--- config.mk ---
export PLATFORM = sky130hd
export DESIGN_NAME = prm_edge_chk_seq
export DESIGN_NICKNAME = d
export VERILOG_FILES = /design/src/rtl/prm_edge_chk_seq.sv
export SDC_FILE = /design/constraint.sdc
export NUM_CORES = 2
export LEC_CHECK = 0
export ABC_CLOCK_PERIOD_IN_PS = 9150
export BUFFER_PORTS_ARGS = -buffer_cell sky130_fd_sc_hd__buf_2
export CAP_MARGIN = 20
export CORE_UTILIZATION = 44
export CTS_BUF_LIST = sky130_fd_sc_hd__clkbuf_16
export DETAILED_ROUTE_END_ITERATION = 6
export HOLD_SLACK_MARGIN = 0.15
export SETUP_SLACK_MARGIN = 0.1
export SYNTH_ARGS = -nofsm -noshare
export SYNTH_HDL_FRONTEND = slang
export SYNTH_SLANG_ARGS = --single-unit
export TNS_END_PERCENT = 20
--- constraint.sdc ---
create_clock -name clk -period 9.15 [get_ports clk]
set_clock_uncertainty 0.2 [all_clocks]
set_input_delay 0.4575 -clock clk [delete_from_list [all_inputs] [get_ports clk]]
set_output_delay 0.4575 -clock clk [all_outputs]
set_load 0.03 [all_outputs]
--- src/rtl/prm_edge_chk_seq.sv ---
// rtl/prm_edge_chk_seq.sv - sequential reprogrammable cube-table edge collision checker
//
// Purpose: holds a table of up to NCUBE product terms (care mask + value) and
// answers one NIN-bit query at a time with edge_mask = OR of all matching terms.
// LANES cubes are compared per cycle, and the first matching group ends the scan early.
//
// Optional feature: define PRM_CHK_STATS_EN to add saturating query/hit counters.
//
// Ports:
//   clk, rst            clock, asynchronous active-high reset
//   cfg_we/cfg_addr     write one cube (cfg_care, cfg_val); accepted only while idle
//   cfg_len_we/cfg_len  load number of valid cubes (saturates at NCUBE)
//   cfg_ready           high while idle (config is taken this cycle)
//   in_valid/in_ready   query handshake carrying in_vec and in_tag
//   out_valid/out_ready result handshake carrying out_mask and out_tag
//   stat_clr            (PRM_CHK_STATS_EN) zero both counters
//   stat_qry, stat_hit  (PRM_CHK_STATS_EN) results delivered / results with mask=1
module prm_edge_chk_seq #(
  parameter int NIN   = 15,
  parameter int NCUBE = 128,
  parameter int LANES = 4,
  parameter int TAGW  = 8,
  parameter int AW    = $clog2(NCUBE)
) (
  input  logic            clk,
  input  logic            rst,
  input  logic            cfg_we,
  input  logic [AW-1:0]   cfg_addr,
  input  logic [NIN-1:0]  cfg_care,
  input  logic [NIN-1:0]  cfg_val,
  input  logic            cfg_len_we,
  input  logic [AW:0]     cfg_len,
  output logic            cfg_ready,
  input  logic            in_valid,
  output logic            in_ready,
  input  logic [NIN-1:0]  in_vec,
  input  logic [TAGW-1:0] in_tag,
  output logic            out_valid,
  input  logic            out_ready,
  output logic            out_mask,
  output logic [TAGW-1:0] out_tag
`ifdef PRM_CHK_STATS_EN
  ,
  input  logic            stat_clr,
  output logic [31:0]     stat_qry,
  output logic [31:0]     stat_hit
`endif
);

  typedef enum logic [1:0] {IDLE, SCAN, DONE} state_t;

  state_t          state;
  logic [NIN-1:0]  care_mem [NCUBE];
  logic [NIN-1:0]  val_mem  [NCUBE];
  logic [AW:0]     len;
  logic [AW:0]     idx;
  logic [AW:0]     idx_nxt;
  logic [NIN-1:0]  q_vec;
  logic [TAGW-1:0] q_tag;
  logic [LANES-1:0] lane_hit;
  logic            in_fire;
  logic            out_fire;

  assign cfg_ready = (state == IDLE);
  // Config writes take priority over a query in the same cycle.
  assign in_ready  = (state == IDLE) && !rst && !cfg_we && !cfg_len_we;
  assign in_fire   = in_valid && in_ready;
  assign out_fire  = (state == DONE) && out_ready;
  // idx stays below len <= NCUBE, so one extra bit keeps idx + LANES from wrapping.
  assign idx_nxt   = idx + (AW+1)'(LANES);

  // Lanes past len are masked off so stale table entries never contribute.
  for (genvar g = 0; g < LANES; g++) begin : g_lane
    logic [AW:0] lidx;
    assign lidx = idx + (AW+1)'(g);
    assign lane_hit[g] = (lidx < len) &&
                         (((q_vec ^ val_mem[lidx[AW-1:0]]) & care_mem[lidx[AW-1:0]]) == '0);
  end

  // Table is deliberately not reset so a reset mid-query keeps the programmed cubes.
  always_ff @(posedge clk) begin
    if (cfg_we && state == IDLE) begin
      care_mem[cfg_addr] <= cfg_care;
      val_mem[cfg_addr]  <= cfg_val;
    end
  end

  always_ff @(posedge clk or posedge rst) begin
    if (rst) begin
      state     <= IDLE;
      len       <= '0;
      idx       <= '0;
      q_vec     <= '0;
      q_tag     <= '0;
      out_valid <= 1'b0;
      out_mask  <= 1'b0;
      out_tag   <= '0;
    end else begin
      case (state)
        IDLE: begin
          if (cfg_len_we)
            len <= (cfg_len > (AW+1)'(NCUBE)) ? (AW+1)'(NCUBE) : cfg_len;
          if (in_fire) begin
            q_vec <= in_vec;
            q_tag <= in_tag;
            idx   <= '0;
            state <= SCAN;
          end
        end
        SCAN: begin
          if (|lane_hit) begin
            out_mask  <= 1'b1;
            out_tag   <= q_tag;
            out_valid <= 1'b1;
            state     <= DONE;
          end else if (idx_nxt >= len) begin
            out_mask  <= 1'b0;
            out_tag   <= q_tag;
            out_valid <= 1'b1;
            state     <= DONE;
          end else begin
            idx <= idx_nxt;
          end
        end
        DONE: begin
          if (out_ready) begin
            out_valid <= 1'b0;
            state     <= IDLE;
          end
        end
        default: state <= IDLE;
      endcase
    end
  end

`ifdef PRM_CHK_STATS_EN
  always_ff @(posedge clk or posedge rst) begin
    if (rst) begin
      stat_qry <= '0;
      stat_hit <= '0;
    end else if (stat_clr) begin
      stat_qry <= '0;
      stat_hit <= '0;
    end else if (out_fire) begin
      if (stat_qry != '1)
        stat_qry <= stat_qry + 32'd1;
      if (out_mask && stat_hit != '1)
        stat_hit <= stat_hit + 32'd1;
    end
  end
`else
  logic unused_out_fire;
  assign unused_out_fire = out_fire;
`endif

endmodule

# Yosys cells after proc, flatten, opt, wreduce, memory -nomap -nowiden
# Memories as Yosys holds them, arrays and structs flattened.
# Index checks and enable logic that the tools add are counted.
dict set report totals {
  memories 2
  word_cells 82
  output_inout_bits 12
  ram_bits 3840
  in_bits 74
  reg_bits 51
}
dict set report op_classes {
  muxes 20
  n_bitwise 8
  magnitude_cmp 6
  reduce_logical 27
  n_eq_ne 7
  add_sub_neg 4
}
# name words word_bits read_ports rd_clocked_by_memory_dff write_ports line_no
set mem_list {}
lappend mem_list {care_mem 128 15 4 0 1 53} ;# logic [NIN-1:0] care_mem [NCUBE];
lappend mem_list {val_mem 128 15 4 0 1 54} ;# logic [NIN-1:0] val_mem [NCUBE];
# op count
set op_table {}
lappend op_table {{bitwise AND 15 bit} 4}
lappend op_table {{logical NOT 15 bit} 4}
lappend op_table {{XOR 15 bit} 4}
lappend op_table {{two-way mux 8 bit} 6}
lappend op_table {{less-than comparator 8 bit} 4}
lappend op_table {{adder 8 x 2 -> 8 bit, second input constant} 2}
lappend op_table {{case mux 8 bit (2 select lines)} 1}
lappend op_table {{logical AND 1 bit} 9}
lappend op_table {{adder 8 x 1 -> 8 bit, second input constant} 1}
lappend op_table {{adder 8 x 3 -> 8 bit, second input constant} 1}
lappend op_table {{greater-or-equal comparator 8 bit} 1}
lappend op_table {{> comparator 8 bit, second input constant} 1}
lappend op_table {{two-way mux 2 bit} 4}
lappend op_table {{two-way mux 1 bit} 7}
lappend op_table {{!= test 2 bit, second input constant} 3}
lappend op_table {{case mux 2 bit (3 select lines)} 1}
lappend op_table {{AND reduction 2 bit} 3}
lappend op_table {{AND reduction 3 bit} 2}
lappend op_table {{nonzero test 2 bit} 3}
lappend op_table {{AND reduction 4 bit} 1}
lappend op_table {{OR reduction 4 bit} 1}
lappend op_table {{logical NOT 1 bit} 3}
lappend op_table {{!= test 3 bit, second input constant} 1}
lappend op_table {{== test 2 x 1 -> 1 bit, second input constant} 1}
lappend op_table {{4 further kinds} 4}

# Logic depth before layout (Yosys ltp)
# An unclocked memory read counts as a cell.
dict set report logic_depth {
  depth_word 9
  depth_mapped 20
  depth_no_buf 12
}

# Worst setup path after synthesis
# No wires, ideal clock.
dict set report synth_timing {
  kind {register to register}
  start {register state[0]}
  end {memory care_mem[56][0], enable pin}
  required_ns 8.457
  synth_period_minus_slack_ns 4.999
  t_arrival_ns 4.306
  stages_incl_launch_ff 5
  n_path_buf 0
  setup_slack_ns 4.151
  setup_ns 0.493
  cell_sequence {dfrtp_1 nor2_1 and3_1 nand3_1 nor4_1}
}
dict set report synth_via {
  elab_chain_cells 4
}
# element line_no
set synth_lines {}
lappend synth_lines {{start: declaration} 52} ;# state_t state;
lappend synth_lines {{start signal: assignment} 90} ;# state <= IDLE;
lappend synth_lines {{start signal: assignment} 107} ;# state <= SCAN;
lappend synth_lines {{start signal: assignment} 115} ;# state <= DONE;
lappend synth_lines {{logical NOT 2 bit} --}
lappend synth_lines {{net cfg_ready} 33} ;# output logic cfg_ready,
lappend synth_lines {{logical AND 1 bit} 82} ;# if (cfg_we && state == IDLE) begin
lappend synth_lines {{two-way mux 1 bit} 82}
lappend synth_lines {{two-way mux 1 bit (not written as such)} 83} ;# care_mem[cfg_addr] <= cfg_care;
lappend synth_lines {{end: declaration} 53}
# The timed path passes the listed nets, and every way through them passes these cells.

# Worst setup path in the final report
dict set report layout_timing {
  start {register idx[2]}
  end {register state[0]}
}
dict set report layout_via {
  elab_chain_cells 9
  word_cells_on_any_way 32
  classes_between {4 x add/sub; 5 x order compare; 1 x eq/ne; 2 x mux; 8 x bitwise; 10 x reduce/logical; 2 x memory}
}
# element line_no
set layout_lines {}
lappend layout_lines {{start: declaration} 56} ;# logic [AW:0] idx;
lappend layout_lines {{start signal: assignment} 122} ;# idx <= idx_nxt;
lappend layout_lines {{adder 8 x 1 -> 8 bit / adder 8 x 2 -> 8 bit (equally long branches)} 75} ;# assign lidx = idx + (AW+1)'(g);
lappend layout_lines {{memory read (128 x 15 bit)} --}
lappend layout_lines {{XOR 15 bit} 77} ;# (((q_vec ^ val_mem[lidx[AW-1:0]]) & care_mem[lidx[AW-1:0]]) == '0);
lappend layout_lines {{bitwise AND 15 bit} 77}
lappend layout_lines {{logical NOT 15 bit} 77}
lappend layout_lines {{logical AND 1 bit} 76} ;# assign lane_hit[g] = (lidx < len) &&
lappend layout_lines {{OR reduction 4 bit} 111} ;# if (|lane_hit) begin
lappend layout_lines {{!= test 3 bit (no line) / two-way mux 2 bit (equally long branches)} --}
lappend layout_lines {{AND reduction 3 bit (no line) / case mux 2 bit (3 select lines) (equally long branches)} --}
lappend layout_lines {{end signal: assignment} 107}
lappend layout_lines {{end signal: assignment} 115}
lappend layout_lines {{end signal: assignment} 120} ;# state <= DONE;
# Several ways; a longest one is shown, not always the timed one.
# A chain may end at the register's enable or synchronous reset.

==> out/results.ini <==
[logic_synthesis]
ys_warn_count=0
synth.distinct_cells=92
synthMuxAreaShare=0.1640
synth_flop_cell=edfxtp_1
synth_top_family_by_area=multiplexers
synth_area_um2=151600
synth_compound_area_frac=0.02037
synth_fp_nets=6905
synth-edff-count=3840
async_flop_share=0.01260
synthSimpleGateAreaFrac=0.02066
synth-seq-cells=3889
avgSynthCellArea_um2=22.27
synth_seq_area_share=0.7689
synthAdderAreaFrac=0.001981
syn_inst=6807
yosys.area_share.xor_xnor=0.006530

[place]
detailed_place.area_um2=158600
placedCellCount=11353
routabilityCongestion=0.8322
dpl.hpwl_mm=227.0
port_buffers=85

[pwr]
p_seq_frac=0.415
p_leak_nw=54.18
combPwrFrac=0.265
p_total_mw=48.30
p_int_mw=33.75
p_sw_mw=14.56
vdd_drop_max_v=0.0002309
power.density_nw_per_um2=280.5
clock_power_share=0.320
switching_share=0.3014

[critical_path]
critPathLaunchType=flip-flop
endpoint_kind=flip-flop
crit_required_ns=9.81
critical_path.top_delay_family=buffers and inverters
crit_chain=buf_4 > buf_12 > mux4_2 > mux4_2 > xnor2_1 > o22ai_1 > nor4_2 > buf_4 > o221ai_2 > o221ai_2 > nor3_4 > a21o_1 > dlygate4sd3_1
critPathBufInv=4
crit_slowest_cell=dfrtp_4
path_class=reg2reg
worst_path_largest_cell_delay_ns=1.00
critPathMaxFanout=96
arrival_ns=7.14

[timing]
fin_tns_setup_ns=0
hold_viol_final=0
finalSetupViolCount=0
rsz0062_at_grt=no
max_freq_mhz=154.2
period_share=0.7086
final_max_slew_viol_count=0
fin_crit_ns=6.484
worst_slew_pin_slew_ns=1.192
max_slew_margin=0.2055
hold_ws_ns=0.2275

[worst_hold_path]
hold_class=in2reg

[detailed_routing]
postRouteAntennaNets=0
avgRoutedWirePerCell_um=34.93
drt_iter0_drc=9419
vias_per_cell=6.132
wirelength_mm=426.3
drc=1
vias=74830
first_pass_iters=7

[cells_and_area]
final_cell_mix=edfxtp_1, mux4_2, clkbuf_16
nNetsFinal=7405
drive_above_1_share=0.2787
area_growth_pct=13.61
stdcell_count=12203
fill_cells=27058
final_common_cell=edfxtp_1
final_cell_area_um2=172200

[global_routing]
grt_max_degree=118
grt_usage=0.2445
grt_pass1_vias=75952
grt_overflow=0
antenna_found_initial=30
grt_pass1_wl_mm=593.5

[clocking]
cts.sinks=3889
clk_latency_ns=0.98
clk_path_buf_depth=4
cts-buffers-inserted=398
htreeDepth=5
clkSlewWorstSetupHoldPaths_ns=0.06
cts_tree=yes
cts_root_buf=clkbuf_16

[floorplan]
pin_count=86
row_count=215
initial_core_util=0.4419
core_um2=343000
die_area_um2=346800
die_h_um=588.9
die_w_um=588.9

[status]
violations=DRC
outcome=finished, violations left

[run]
drv_cap=0

registers in the layout (all words and copies together), names as in the netlist:
name,cells
care_mem,1920
val_mem,1920
q_vec,15
len,8
out_tag,8
q_tag,8
idx,6
state,2
out_mask,1
out_valid,1
metrics by stage:
step           setup slack, ns    util
2_1_floorplan            4.151       -
3_3_place_gp             2.279  0.4623
3_5_place_dp             2.721  0.4625
4_1_cts                  2.649  0.5019
5_1_grt                  2.493  0.5020
6_report                 2.666  0.5021
power groups by stage:
stage	logic, mW	clock network (mW)	registers, mW
4_1_cts	12.9	15.7	20.0
5_1_grt	13.5	16.3	20.0
3_3_place_gp	12.7	0	20.4
3_5_place_dp	12.8	0	20.4
2_1_floorplan	8.90	0	20.2
6_report	12.8	15.5	20.0
cell families (layout without fill, tap and decap cells):
logic type	after synthesis	count (layout)
flops	3889	3889
mux	1279	1279
simple gates	672	672
compound gates	424	424
buf+inv	406	1234
xor+xnor	113	113
fa+ha+maj	24	24
other cells	0	11
synthesized netlist by cell type, types with 14 or more instances:
library cell / n / area share
buf_2: 136 / 0.0045
a31oi_1: 18 / 0.00074
nand2_1: 221 / 0.0055
mux2_2: 64 / 0.0048
ha_1: 24 / 0.0020
xor2_1: 40 / 0.0023
a211oi_1: 14 / 0.00069
mux2i_1: 250 / 0.017
buf_6: 50 / 0.0037
clkbuf_1: 69 / 0.0017
nor3_1: 14 / 0.00046
nand3b_1: 22 / 0.0011
inv_1: 30 / 0.00074
and3_1: 23 / 0.00095
a22oi_1: 63 / 0.0031
buf_12: 14 / 0.0018
nand3_1: 75 / 0.0025
nor2_1: 207 / 0.0051
edfxtp_1: 3840 / 0.76
o21ai_0: 64 / 0.0021
buf_4: 79 / 0.0039
dfrtp_1: 49 / 0.0081
nor2b_1: 17 / 0.00070
xnor2_1: 73 / 0.0042
a21oi_1: 57 / 0.0019
mux4_2: 951 / 0.14
a221oi_1: 31 / 0.0018
buf_1: 14 / 0.00035
o22ai_1: 43 / 0.0018
nand2b_1: 22 / 0.00091
layout make-up:
cell class	instances	area, um2	share of cell area
timing repair buffer	468	3931	0.02283
clock buffer	400	10010	0.05813
multi-input combinational	2512	33390	0.1939
sequential	3889	116600	0.6769
clock inverter	328	2417	0.01404
inverter	38	163.9	0.0009518
antenna	11	27.53	0.0001599
tap	4557	5702	0.03311
path summary, 6_finish.rpt:
check / start / end / slack, ns / cells after the start
hold reg to reg: len[6] / len[6] / 0.30 / 2
min in group asynchronous: rst / len[3] / 0.39 / 4
setup / recovery: idx[2] / state[0] / 2.67 / 13
max in group asynchronous: rst / q_vec[7] / 7.17 / 5
setup reg to reg: idx[2] / state[0] / 2.67 / 13
hold / removal: out_ready / state[1] / 0.23 / 3
repair_timing:
item,in CTS,in global routing
buffers inserted,0,0
hold endpoints to repair,1771,0
hold buffers,109,0
resized for setup,0,0
metal layers:
metal  global-route usage  share of wire
met4              0.08560          0.036
met3              0.03738          0.083
met2               0.3984           0.49
met5                    0       0.000061
met1               0.3377           0.40
worst register-to-register path: stages (launching register included):
cell	delay (ns)
dfrtp_4	1.00
buf_4	0.56
buf_12	0.61
mux4_2	0.79
mux4_2	0.49
xnor2_1	0.17
o22ai_1	0.11
nor4_2	0.91
buf_4	0.26
o221ai_2	0.13
o221ai_2	0.21
nor3_4	0.17
a21o_1	0.19
dlygate4sd3_1	0.57
Power figures use the tool's default switching activity.
